**config.mk**
```make
export PLATFORM = sky130hd
export DESIGN_NAME = store_demux
export DESIGN_NICKNAME = d
export VERILOG_FILES = /design/src/rtl/store_demux_pkg.sv /design/src/rtl/store_demux_rdata_sel.sv /design/src/rtl/store_demux.sv
export SDC_FILE = /design/constraint.sdc
export NUM_CORES = 1
export LEC_CHECK = 0
export ABC_AREA = 0
export ABC_CLOCK_PERIOD_IN_PS = 7100
export CORE_MARGIN = 3
export CORE_UTILIZATION = 40
export DETAILED_ROUTE_END_ITERATION = 7
export HOLD_SLACK_MARGIN = 0.15
export MAX_ROUTING_LAYER = met4
export PLACE_DENSITY = 0.8
export SYNTH_ARGS = -nofsm -noshare
export SYNTH_HDL_FRONTEND = slang
export SYNTH_SLANG_ARGS = --single-unit
```
**constraint.sdc**
```tcl
create_clock -name clk -period 7.1 [get_ports clk]
set_input_delay 1.065 -clock clk [delete_from_list [all_inputs] [get_ports clk]]
set_output_delay 1.065 -clock clk [all_outputs]
set_load 0.05 [all_outputs]
```
**src/rtl/store_demux_pkg.sv**
```systemverilog
// Shared types and constants for the data-side store/load router.
package store_demux_pkg;

  typedef enum logic [1:0] {
    ST_IDLE    = 2'd0,
    ST_ISSUE   = 2'd1,
    ST_WAIT_RD = 2'd2,
    ST_DONE    = 2'd3
  } state_e;

  localparam logic SLV_RAM = 1'b0;
  localparam logic SLV_IO  = 1'b1;

  localparam logic [31:0] DEAD_BEEF = 32'hDEAD_BEEF;

endpackage

```
**src/rtl/store_demux_rdata_sel.sv**
```systemverilog
// Response data register: picks slave read data by destination,
// or an override value for stores and timeouts.
module rdata_sel
  import store_demux_pkg::*;
#(
  parameter int DATA_W = 32
) (
  input  logic              clk,
  input  logic              rst,
  input  logic              load,
  input  logic              ovr,
  input  logic [DATA_W-1:0] ovr_data,
  input  logic              dest,
  input  logic [DATA_W-1:0] s0_rdata,
  input  logic [DATA_W-1:0] s1_rdata,
  output logic [DATA_W-1:0] rdata_q
);

  logic [DATA_W-1:0] rdata_d;

  always_comb begin
    rdata_d = rdata_q;
    if (load) begin
      if (ovr)
        rdata_d = ovr_data;
      else if (dest == SLV_IO)
        rdata_d = s1_rdata;
      else
        rdata_d = s0_rdata;
    end
  end

  always_ff @(posedge clk or posedge rst) begin
    if (rst) rdata_q <= '0;
    else     rdata_q <= rdata_d;
  end

endmodule

```
**src/rtl/store_demux.sv**
```systemverilog
// Routes one core load/store port to data RAM or MMIO by one address
// bit, holds the request until accepted and guards it with a watchdog.
module store_demux
  import store_demux_pkg::*;
#(
  parameter int ADDR_W  = 32,
  parameter int DATA_W  = 32,
  parameter int SEL_BIT = 31,
  parameter int TIMEOUT = 255
) (
  input  logic              clk,
  input  logic              rst,
  input  logic              req_valid,
  output logic              req_ready,
  input  logic              req_we,
  input  logic [ADDR_W-1:0] req_addr,
  input  logic [DATA_W-1:0] req_wdata,
  output logic              rsp_valid,
  output logic [DATA_W-1:0] rsp_rdata,
  output logic              rsp_err,
  output logic              s0_valid,
  input  logic              s0_ready,
  output logic              s0_we,
  output logic [ADDR_W-1:0] s0_addr,
  output logic [DATA_W-1:0] s0_wdata,
  input  logic              s0_rvalid,
  input  logic [DATA_W-1:0] s0_rdata,
  output logic              s1_valid,
  input  logic              s1_ready,
  output logic              s1_we,
  output logic [ADDR_W-1:0] s1_addr,
  output logic [DATA_W-1:0] s1_wdata,
  input  logic              s1_rvalid,
  input  logic [DATA_W-1:0] s1_rdata
);

  localparam int WD_W = $clog2(TIMEOUT + 1);
  localparam logic [WD_W-1:0] WD_MAX = WD_W'(TIMEOUT);

  state_e            state_q, state_d;
  logic              we_q, we_d;
  logic [ADDR_W-1:0] addr_q, addr_d;
  logic [DATA_W-1:0] wdata_q, wdata_d;
  logic              dest_q, dest_d;
  logic [WD_W-1:0]   wdog_q, wdog_d;
  logic              err_q, err_d;

  logic              sel_ready;
  logic              sel_rvalid;
  logic              wd_hit;
  logic [WD_W-1:0]   wd_inc;
  logic              rd_load;
  logic              rd_ovr;
  logic [DATA_W-1:0] rd_ovr_data;

  assign sel_ready  = (dest_q == SLV_IO) ? s1_ready  : s0_ready;
  assign sel_rvalid = (dest_q == SLV_IO) ? s1_rvalid : s0_rvalid;
  assign wd_hit     = (wdog_q == WD_MAX);
  // Saturate so a stuck slave can never wrap the watchdog.
  assign wd_inc     = wd_hit ? wdog_q : wdog_q + WD_W'(1);

  always_comb begin
    state_d     = state_q;
    we_d        = we_q;
    addr_d      = addr_q;
    wdata_d     = wdata_q;
    dest_d      = dest_q;
    wdog_d      = wdog_q;
    err_d       = err_q;
    rd_load     = 1'b0;
    rd_ovr      = 1'b0;
    rd_ovr_data = '0;
    unique case (state_q)
      ST_IDLE: begin
        if (req_valid) begin
          we_d    = req_we;
          addr_d  = req_addr;
          wdata_d = req_wdata;
          dest_d  = req_addr[SEL_BIT];
          wdog_d  = '0;
          state_d = ST_ISSUE;
        end
      end
      ST_ISSUE: begin
        wdog_d = wd_inc;
        if (sel_ready) begin
          if (we_q) begin
            rd_load = 1'b1;
            rd_ovr  = 1'b1;
            err_d   = 1'b0;
            state_d = ST_DONE;
          end else begin
            state_d = ST_WAIT_RD;
          end
        end else if (wd_hit) begin
          rd_load     = 1'b1;
          rd_ovr      = 1'b1;
          rd_ovr_data = DATA_W'(DEAD_BEEF);
          err_d       = 1'b1;
          state_d     = ST_DONE;
        end
      end
      ST_WAIT_RD: begin
        wdog_d = wd_inc;
        if (sel_rvalid) begin
          rd_load = 1'b1;
          err_d   = 1'b0;
          state_d = ST_DONE;
        end else if (wd_hit) begin
          rd_load     = 1'b1;
          rd_ovr      = 1'b1;
          rd_ovr_data = DATA_W'(DEAD_BEEF);
          err_d       = 1'b1;
          state_d     = ST_DONE;
        end
      end
      ST_DONE: begin
        state_d = ST_IDLE;
      end
      default: begin
        state_d = ST_IDLE;
      end
    endcase
  end

  always_ff @(posedge clk or posedge rst) begin
    if (rst) begin
      state_q <= ST_IDLE;
      we_q    <= 1'b0;
      addr_q  <= '0;
      wdata_q <= '0;
      dest_q  <= 1'b0;
      wdog_q  <= '0;
      err_q   <= 1'b0;
    end else begin
      state_q <= state_d;
      we_q    <= we_d;
      addr_q  <= addr_d;
      wdata_q <= wdata_d;
      dest_q  <= dest_d;
      wdog_q  <= wdog_d;
      err_q   <= err_d;
    end
  end

  rdata_sel #(
    .DATA_W(DATA_W)
  ) u_rdata_sel (
    .clk     (clk),
    .rst     (rst),
    .load    (rd_load),
    .ovr     (rd_ovr),
    .ovr_data(rd_ovr_data),
    .dest    (dest_q),
    .s0_rdata(s0_rdata),
    .s1_rdata(s1_rdata),
    .rdata_q (rsp_rdata)
  );

  assign req_ready = (state_q == ST_IDLE);
  assign rsp_valid = (state_q == ST_DONE);
  assign rsp_err   = err_q;

  assign s0_valid = (state_q == ST_ISSUE) && (dest_q == SLV_RAM);
  assign s1_valid = (state_q == ST_ISSUE) && (dest_q == SLV_IO);
  assign s0_we    = we_q;
  assign s1_we    = we_q;
  assign s0_addr  = addr_q;
  assign s1_addr  = addr_q;
  assign s0_wdata = wdata_q;
  assign s1_wdata = wdata_q;

endmodule

```
After elaboration in Yosys (flattened, before gate mapping) --
Index checks and enable logic that the tools add are counted.
Word-level totals: flip-flop bits (word level) 109, word-level logic and storage cells 55
Cells by class: $add $sub $neg 1, equal/unequal tests 7, mux-type cells 29, bitwise operators 1, reductions and logical operators 9
Operators with widths (number):
- 32-bit two-way mux | 5
- 32-bit one-hot mux with 2 select lines | 1
- 8-bit two-way mux | 2
- 8-bit one-hot mux with 2 select lines | 1
- 1-bit two-way mux | 12
- 8-bit by 1-bit adder with 8-bit output (second input constant) | 1
- 8-bit equality test (second input constant) | 1
- 2-bit two-way mux | 4
- 2-bit one-hot mux with 4 select lines | 1
- 1-bit one-hot mux with 2 select lines | 3
- 2-bit equality test (second input constant) | 2
- 2-bit inequality test (second input constant) | 2
- 2-bit AND reduction | 2
- 2-bit nonzero test | 2
- 3-bit inequality test (second input constant) | 1
- 3-bit AND reduction | 1
- 2-bit by 1-bit equality test with 1-bit output (second input constant) | 1
- 1-bit logical AND | 2
- 2-bit zero test | 1
- 2-bit OR reduction | 1
- 1-bit NOT | 1

Depth between registers and ports, before layout --
Gate-level depths: netlist of the first run.
word-level depth 5, mapped depth 8

Hierarchy --
From an unflattened synthesis of the first run, not the netlist that was laid out.
Second synthesis, totals: cells, all modules 439, area, all modules 5592.9 µm²
Modules (own cells, without submodules):
- store_demux | times used 1, cells each 292, area an instance 3658.5 µm², seq. area each 1901.8 µm²
- rdata_sel | times used 1, cells each 147, area an instance 1934.4 µm², seq. area each 800.8 µm²

Worst setup path after synthesis of the first run --
No wires, ideal clock.
kind register to output, from register, netlist name s0_addr[31], to output s0_valid, arrival 1513 ps, data required time 6035 ps, path slack 4522 ps, cell stages (with the launch flop) 4, path buffers 2, path through dfrtp_1 buf_6 buf_1 nor2_1
RTL lines:
- end: declaration | line store_demux.sv:21 | output logic s0_valid,

Worst setup path after layout of the first run --
from register state_q[1], to output s0_valid
On the way: cells in the longest elaborated chain, start to end 2
Ends and longest elaborated chain:
- start: declaration | line store_demux.sv:40 | state_e state_q, state_d;
- start signal: assignment | line store_demux.sv:136 | state_q <= state_d;
- 2-bit by 1-bit equality test with 1-bit output | line store_demux.sv:164 | assign s0_valid = (state_q == ST_ISSUE) && (dest_q == SLV_RAM);
- 1-bit logical AND | line store_demux.sv:164
No other way between the ends.

==> impl_metrics.toml, run 1 <==
[placed_design]
post-place-cells = 830
routabilityCongestion = 0.812
detailedPlacementHpwl_mm = 11.4
place.port_buffers = 302

[worst_setup_path]
timing.setup.critical_path_class = "flop to primary output"
worstSetupEndpointType = "primary output"
critical_path.max_fanout = 6
required_ps = 6030
worst_ep_arrival_time_ps = 2170
crit_path_start_kind = "flop"

[sta]
timing.final.crit_period_ps = 3230
setup_viol = 0
finalCritPeriodShare_pct = 45.5
tightestPinTransition_ps = 806
hold_viol_final = 0
final-max-slew-violation-count = 0
rsz_0062_raised_after_global_routing = "no"
slew_headroom_pct = 46.2
final.setup.tns_ps = 0
maxClockFrequency_mhz = 309
clock-skew-final_ps = 6.48

[finish]
area_growth_pct = 52.4
layout-drive-gt1-share_pct = 18.5
finalNonFillerCells = 846
antenna-diode-count = 0
finalNetCount = 806

[global_routing]
grt.total_usage_pct = 18.8
first_global_vias = 4314
pin_count_of_the_biggest_net_entering_global_routing = 57
grt_remaining_overflow = 0
grt_antenna_before_repair = 0
grt_pass1_wl_mm = 21.9

[die]
std_cell_rows = 42
dieWidth_um = 124
boundaryPins = 303
die_height_um = 124
floorplan.initialDensity_pct = 41.4
placeableCoreArea_um2 = 13400
die-area_um2 = 15300

[routing]
wirelength_mm = 14.7
drt_drc_violations_left = 0
ant_nets = 0
detailed_router_iteration_count_before_antenna_repair = 4
drt-initial-drc-count = 229
dr_total_vias = 4230
detail_route.vias_per_cell = 5.00
post_drt_wl_per_cell_um = 17.3

[clock_network]
tritoncts = "yes"
clock_tree.root_cell = "clkbuf_16"
clk_pin_slew_worst_paths_ps = 70
ctsHtreeMaxLevel = 3
tritoncts_num_sinks = 108
post_cts_setup_buffer_count = 0
worst_case_clock_buffer_depth = 2
clock_latency_ps = 340
cts_hold_buffers = 0
post_cts_resized = 0
numCtsBuffers = 9

[synth]
synth-edff-count = 0
gate_count_post_synth = 435
ys_types = 41
yosysSeqAreaShare_pct = 48.8
syn_nets = 576
synthMostInstantiatedCell = "dfrtp_1"
postSynthAreaPerCell_um2 = 12.7
commonest_register_cell_after_synthesis = "dfrtp_1"
yosys.area.top_type = "dfrtp_1"
ys_ff_latch = 108
ys_top_cells_by_count = "dfrtp_1 (108), mux2_2 (67), buf_4 (66), o21ai_0 (38), mux2i_1 (35)"
netlist.area_leader.share_pct = 48.8
yosysWarningCount = 0
synthArstFlopShare_pct = 100
synth.cell_area_um2 = 5540
post_synth_main_area_contributors = "dfrtp_1 (49%), mux2_2 (14%), buf_4 (8.9%)"

[run_status]
status = "finished, final reports clean"

[worst_hold_path]
hold_path_class = "flop to flop"

[job]
max-cap-violations = 0
-- routing by layer --
layer / global-route usage (%) / share of wire, % / vias up
met5: - / 0 / -
li1: - / - / 1925
met3: 4.09 / 7.4 / 29
met4: 6.78 / 2.4 / 0
met2: 33.5 / 54 / 200
met1: 20.7 / 37 / 2076
-- logic make-up after synthesis --
kind of cell	count (synthesis)	synth area share, %
adders and majority gates	5	1.13
buffers and inverters	93	12.0
DFF	108	48.8
and+or+nand+nor	35	3.32
xor gates and xnor gates	1	0.158
AOI/OAI and AO/OA	67	8.33
muxes	126	26.3
-- worst max-delay path, cell delays in order (launching register included) --
cell and delay [ps]:
dfrtp_1 420, inv_1 110, ha_1 270, inv_1 110, nor2_1 100, clkdlybuf4s50_1 820
-- final timing paths --
path / slack, ps / to / cells past startpoint / from
worst max-delay path: 3870 / s0_valid / 5 / state_q[1]
worst min-delay path: 500 / rsp_err / 1 / rsp_err
worst max register to register: 4420 / u_rdata_sel.rdata_q[9] / 6 / state_q[0]
worst min register to register: 500 / rsp_err / 1 / rsp_err
max in group asynchronous: 4800 / s0_wdata[2] / 3 / rst
min in group asynchronous: 1160 / u_rdata_sel.rdata_q[21] / 2 / rst
-- layout by cell type, fill, tap and decap left out, types with 2 or more instances in the layout --
| cell | netlist | layout |
|---|---|---|
| clkdlybuf4s50_1 | 0 | 302 |
| dfrtp_1 | 108 | 107 |
| mux2_2 | 67 | 67 |
| o21ai_0 | 38 | 38 |
| mux2i_1 | 35 | 35 |
| mux2_4 | 22 | 22 |
| nand2_1 | 12 | 11 |
| clkbuf_16 | 0 | 9 |
| nor2_1 | 8 | 8 |
| o31ai_2 | 8 | 8 |
| inv_1 | 7 | 6 |
| nand3_1 | 5 | 5 |
| ha_1 | 5 | 5 |
| a21oi_1 | 4 | 4 |
| clkinv_2 | 0 | 4 |
| a22o_1 | 3 | 3 |
| buf_4 | 66 | 3 |
| o21a_1 | 2 | 2 |
| and2_1 | 2 | 2 |
| o221ai_1 | 2 | 2 |
| nand4_1 | 2 | 2 |
| o22a_1 | 2 | 2 |
-- sequential cells by signal (all words and copies together) (netlist names) --
register and count:
s0_we 1, rsp_err 1, state_q 2, wdog_q 8, s0_wdata 32, s0_addr 32
u_rdata_sel.rdata_q 32
-- through the flow --
stage	hold slack (ps)	setup slack (ps)	utilization, %	instance area (um^2)
global route	526	3790	63.0	8450
global placement	478	3830	61.0	8180
floorplan	468	3190	-	5540
detailed placement	486	3710	61.0	8180
finish	501	3870	63.0	8450
CTS	501	3880	63.0	8450
-- cell type report --
cell class | count | area (um^2)
Clock buffer | 11 | 243
Clock inverter | 5 | 27.5
Fill cell | 1045 | 4950
Inverter | 7 | 28.8
Multi-Input combinational cell | 234 | 2180
Sequential cell | 108 | 2700
Tap cell | 176 | 220
Timing Repair Buffer | 305 | 3050
Power of run 1 is left out: the tool's default activity adds up to more than one toggle a clock period on the data nets, which glitch-free logic cannot reach.
==> inputs of run 2 (changes only) <==
- ABC_CLOCK_PERIOD_IN_PS: 7100 -> 2850
- CORE_UTILIZATION: 40 -> 36
- PLACE_DENSITY: 0.8 -> 0.76
- clock period: 7.1 -> 2.85 ns (I/O delays scaled with it)
==> run 2 against run 1 <==
Via count down 1.7%. Count of clock-buffer cells in the layout unchanged. Final cell count up 1.8%. Register-to-register slack worse by 3900 ps.
==> impl_metrics.toml, run 2 (synthesis results as in run 1) <==
[die]
placeableCoreArea_um2 = 14800
boundaryPins = 303
dieWidth_um = 130
floorplan.initialDensity_pct = 37.4
std_cell_rows = 44
die-area_um2 = 16900
die_height_um = 130

[routing]
wirelength_mm = 14.8
detailed_router_iteration_count_before_antenna_repair = 4
drt-initial-drc-count = 202
dr_total_vias = 4159
ant_nets = 0
post_drt_wl_per_cell_um = 17.1
drt_drc_violations_left = 0
detail_route.vias_per_cell = 4.83

[finish]
area_growth_pct = 54.3
layout-drive-gt1-share_pct = 19.2
final_common_cell = "clkdlybuf4s50_1"
finalNetCount = 812
filler_cell_count = 1195
mostFrequentLayoutCells = "clkdlybuf4s50_1 (302), dfrtp_1 (107), mux2_2 (67)"

[worst_hold_path]
hold_path_class = "flop to flop"

[placed_design]
place.port_buffers = 302
routabilityCongestion = 0.823
detailedPlacementHpwl_mm = 11.8

[sta]
finalCritPeriodShare_pct = 89.3
hold_viol_final = 0
maxClockFrequency_mhz = 393
timing.final.crit_period_ps = 2550
final.setup.tns_ps = 0
slew_headroom_pct = 58.1
rsz_0062_raised_after_global_routing = "no"
setup_viol = 0
tightestPinTransition_ps = 627
clock-skew-final_ps = 6.09
final-max-slew-violation-count = 0

[clock_network]
post_cts_resized = 0
post_cts_setup_buffer_count = 0
worst_case_clock_buffer_depth = 2
numCtsBuffers = 9
clk_pin_slew_worst_paths_ps = 70
clock_latency_ps = 340
tritoncts_num_sinks = 108
ctsHtreeMaxLevel = 3
clock_tree.root_cell = "clkbuf_16"
cts_hold_buffers = 0
tritoncts = "yes"

[global_routing]
grt_antenna_before_repair = 0
first_global_vias = 4276
grt.total_usage_pct = 17.2
grt_remaining_overflow = 0
pin_count_of_the_biggest_net_entering_global_routing = 52
grt_pass1_wl_mm = 22.4

[worst_setup_path]
required_ps = 2420
worst_ep_arrival_time_ps = 2120
cell_repeated_most_along_the_worst_path = "inv_1"
crit_path_start_kind = "flop"
timing.setup.critical_path_class = "flop to primary output"
cp_slowest_stage_delay_ps = 810
crit_family = "buffers and inverters"
critical_path.max_fanout = 6
worstSetupEndpointType = "primary output"
critical_path.slowest_cell = "clkdlybuf4s50_1"
critical_path_buf_inv_count = 3
worstPathCellList = "inv_1 > ha_1 > inv_1 > nor2_1 > clkdlybuf4s50_1"

[job]
max-cap-violations = 0

[run_status]
status = "finished, final reports clean"
==> run 2: cell count changes in the layout (fill, tap and decap cells not counted) <==
| cell | change |
|---|---|
| buf_4 | +3 |
| buf_12 | +3 |
| inv_4 | -1 |
| clkinvlp_4 | +2 |
| clkinv_2 | -3 |
| diode_2 | +1 |
| clkinv_4 | +2 |
==> run 2: stage by stage <==
stage / hold slack [ps] / area, um^2 / utilization, % / instances / setup slack [ps]
after floorplan: 468 / 5550 / - / 435 / 573
after global placement: 479 / 8270 / 55.9 / 844 / 313
after detailed placement: 490 / 8270 / 55.9 / 844 / 235
after CTS: 506 / 8550 / 57.7 / 860 / 306
after global routing: 525 / 8550 / 57.7 / 860 / 219
final: 501 / 8550 / 57.8 / 861 / 304
==> run 2: layer usage <==
| metal | part of all wire [%] | GRT usage [%] | wire length (um) | vias to the layer above |
|---|---|---|---|---|
| met1 | 39 | 20.0 | 5720 | 2007 |
| met2 | 54 | 30.4 | 7930 | 193 |
| met3 | 6.1 | 3.11 | 905 | 17 |
| met5 | 0 | - | 0 | - |
| li1 | - | - | - | 1942 |
| met4 | 1.4 | 5.20 | 204 | 0 |
==> run 2: final timing paths <==
check,from,endpoint,slack (ps),cells past startpoint
worst max-delay path,state_q[1],s0_valid,300,5
worst min-delay path,rsp_err,rsp_err,500,1
worst max register to register,state_q[0],wdog_q[6],530,6
worst min register to register,rsp_err,rsp_err,500,1
max in group asynchronous,rst,s0_addr[1],1680,3
min in group asynchronous,rst,wdog_q[2],520,2
==> run 2: area by class of cell <==
| cell class | instances | area, um^2 | share of cell area (%) |
|---|---|---|---|
| antenna | 1 | 2.50 | 0.0293 |
| clock buffer | 11 | 243 | 2.84 |
| clock inverter | 5 | 37.5 | 0.439 |
| inverter | 7 | 30.0 | 0.351 |
| multi-input combinational | 234 | 2180 | 25.5 |
| sequential | 108 | 2700 | 31.6 |
| tap | 184 | 230 | 2.69 |
| timing repair buffer | 311 | 3130 | 36.6 |
Power of run 2 is left out for the same reason.
==> inputs of run 3 (changes only) <==
- CORE_ASPECT_RATIO: unset -> 0.9
==> run 3 against run 2 <==
Critical endpoint unchanged. Count of clock-buffer cells in the layout up 3. First-iteration DRC count decreased by 22%. Setup slack got worse by 27 ps. Global-route usage shrank 0.11 points. Flip-flop and latch count did not move. Worst hold slack better by 14 ps. Core utilization shrank 0.10 points. Final cell count up 1.4%. Sequential share of layout area fell by 0.078 points. Register-to-register slack got worse by 100 ps. Non-clock buffer count fell by 1.
==> impl_metrics.toml, run 3 (synthesis results as in run 1) <==
[worst_setup_path]
critical_path.slowest_cell = "clkdlybuf4s50_1"
timing.rr.start = "state_q[0]"
timing.setup.critical_path_class = "flop to primary output"
critical_path.reg2reg.endpoint = "wdog_q[6]"
critPathCapture = "s0_valid"
worstSetupEndpointType = "primary output"
crit_family = "buffers and inverters"
path_depth = 5
regToRegSetupSlack_ps = 430
r2r_cells = 6
critical_path.max_fanout = 6
cp_slowest_stage_delay_ps = 820
cell_repeated_most_along_the_worst_path = "inv_1"
worst_ep_arrival_time_ps = 2150
worstPathCellList = "inv_1 > ha_1 > inv_1 > nor2_1 > clkdlybuf4s50_1"
crit_path_start_kind = "flop"
critPathLaunch = "state_q[1]"
critical_path_buf_inv_count = 3
required_ps = 2420

[clock_network]
clock_latency_ps = 350
post_cts_resized = 0
tritoncts_num_sinks = 108
numCtsBuffers = 9
post_cts_setup_buffer_count = 0
clk_pin_slew_worst_paths_ps = 70
cts_hold_buffers = 0
tritoncts = "yes"
ctsHtreeMaxLevel = 3
clock_tree.root_cell = "clkbuf_16"
worst_case_clock_buffer_depth = 2

[placed_design]
detailedPlacementHpwl_mm = 11.2
routabilityCongestion = 0.814
placedInstanceArea_um2 = 8290
place.port_buffers = 302

[sta]
hold_viol_final = 0
rsz_0062_raised_after_global_routing = "no"
final-max-slew-violation-count = 0
clock-skew-final_ps = 9.10
slew_headroom_pct = 56.6
maxClockFrequency_mhz = 389
finalCritPeriodShare_pct = 90.3
setup_viol = 0
tightestPinTransition_ps = 635
timing.final.crit_period_ps = 2570
final.setup.tns_ps = 0

[die]
dieWidth_um = 137
die-area_um2 = 16900
floorplan.initialDensity_pct = 37.3
placeableCoreArea_um2 = 14900
std_cell_rows = 42
die_height_um = 124
boundaryPins = 303

[global_routing]
first_global_vias = 4257
grt.total_usage_pct = 17.1
grt_remaining_overflow = 0
grt_antenna_before_repair = 0
pin_count_of_the_biggest_net_entering_global_routing = 109
grt_pass1_wl_mm = 22.0

[finish]
mostFrequentLayoutCells = "clkdlybuf4s50_1 (302), dfrtp_1 (107), mux2_2 (67)"
area_growth_pct = 54.7
antenna-diode-count = 0
layout-drive-gt1-share_pct = 18.8
finalNetCount = 811
layout.cell_area.non_filler_um2 = 8580
final_common_cell = "clkdlybuf4s50_1"

[routing]
drt-initial-drc-count = 158
ant_nets = 0
post_drt_wl_per_cell_um = 16.3
detailed_router_iteration_count_before_antenna_repair = 4
drt_drc_violations_left = 0
wirelength_mm = 14.3
detail_route.vias_per_cell = 4.69
dr_total_vias = 4097

[worst_hold_path]
hold_path_class = "flop to flop"

[run_status]
status = "finished, final reports clean"

[job]
max-cap-violations = 0
run 3: per-stage QoR:
| stage | cells | setup slack (ps) | utilization [%] | hold slack, ps |
|---|---|---|---|---|
| global placement | 857 | 272 | 55.8 | 490 |
| global route | 873 | 82.8 | 57.7 | 523 |
| detailed placement | 857 | 190 | 55.8 | 495 |
| finish | 873 | 277 | 57.7 | 515 |
| floorplan | 435 | 573 | - | 468 |
| CTS | 873 | 242 | 57.7 | 512 |
run 3: layout make-up:
cell class                      count  area, um^2
Inverter                            7        30.0
Tap cell                          198         248
Clock inverter                      2        17.5
Fill cell                        1173        6300
Sequential cell                   108        2700
Multi-Input combinational cell    234        2180
Timing Repair Buffer              310        3130
Clock buffer                       14         264
run 3: worst min-delay path by stage:
stage / start / to / slack (ps) / cells after the start
finish: rsp_err / rsp_err / 510 / 1
global route: rsp_err / rsp_err / 520 / 1
CTS: rsp_err / rsp_err / 510 / 1
detailed placement: rsp_err / rsp_err / 500 / 1
global placement: wdog_q[7] / wdog_q[7] / 490 / 1
floorplan: wdog_q[7] / wdog_q[7] / 470 / 1
run 3: per-layer routing:
layer	vias to the layer above	track usage (%)	wire length [um]
met5	-	-	0
met4	0	5.80	212
met3	13	4.64	1170
met2	176	29.2	7420
met1	1971	19.7	5450
li1	1937	-	-
run 3: worst reg2reg max path, cell delays in order, from the launching register on:
cell       delay [ps]
dfrtp_1           430
inv_1              90
ha_1              560
mux2i_1           290
a2111oi_0         640
o22ai_1           180
a21oi_1           150
Power of run 3 is left out for the same reason.
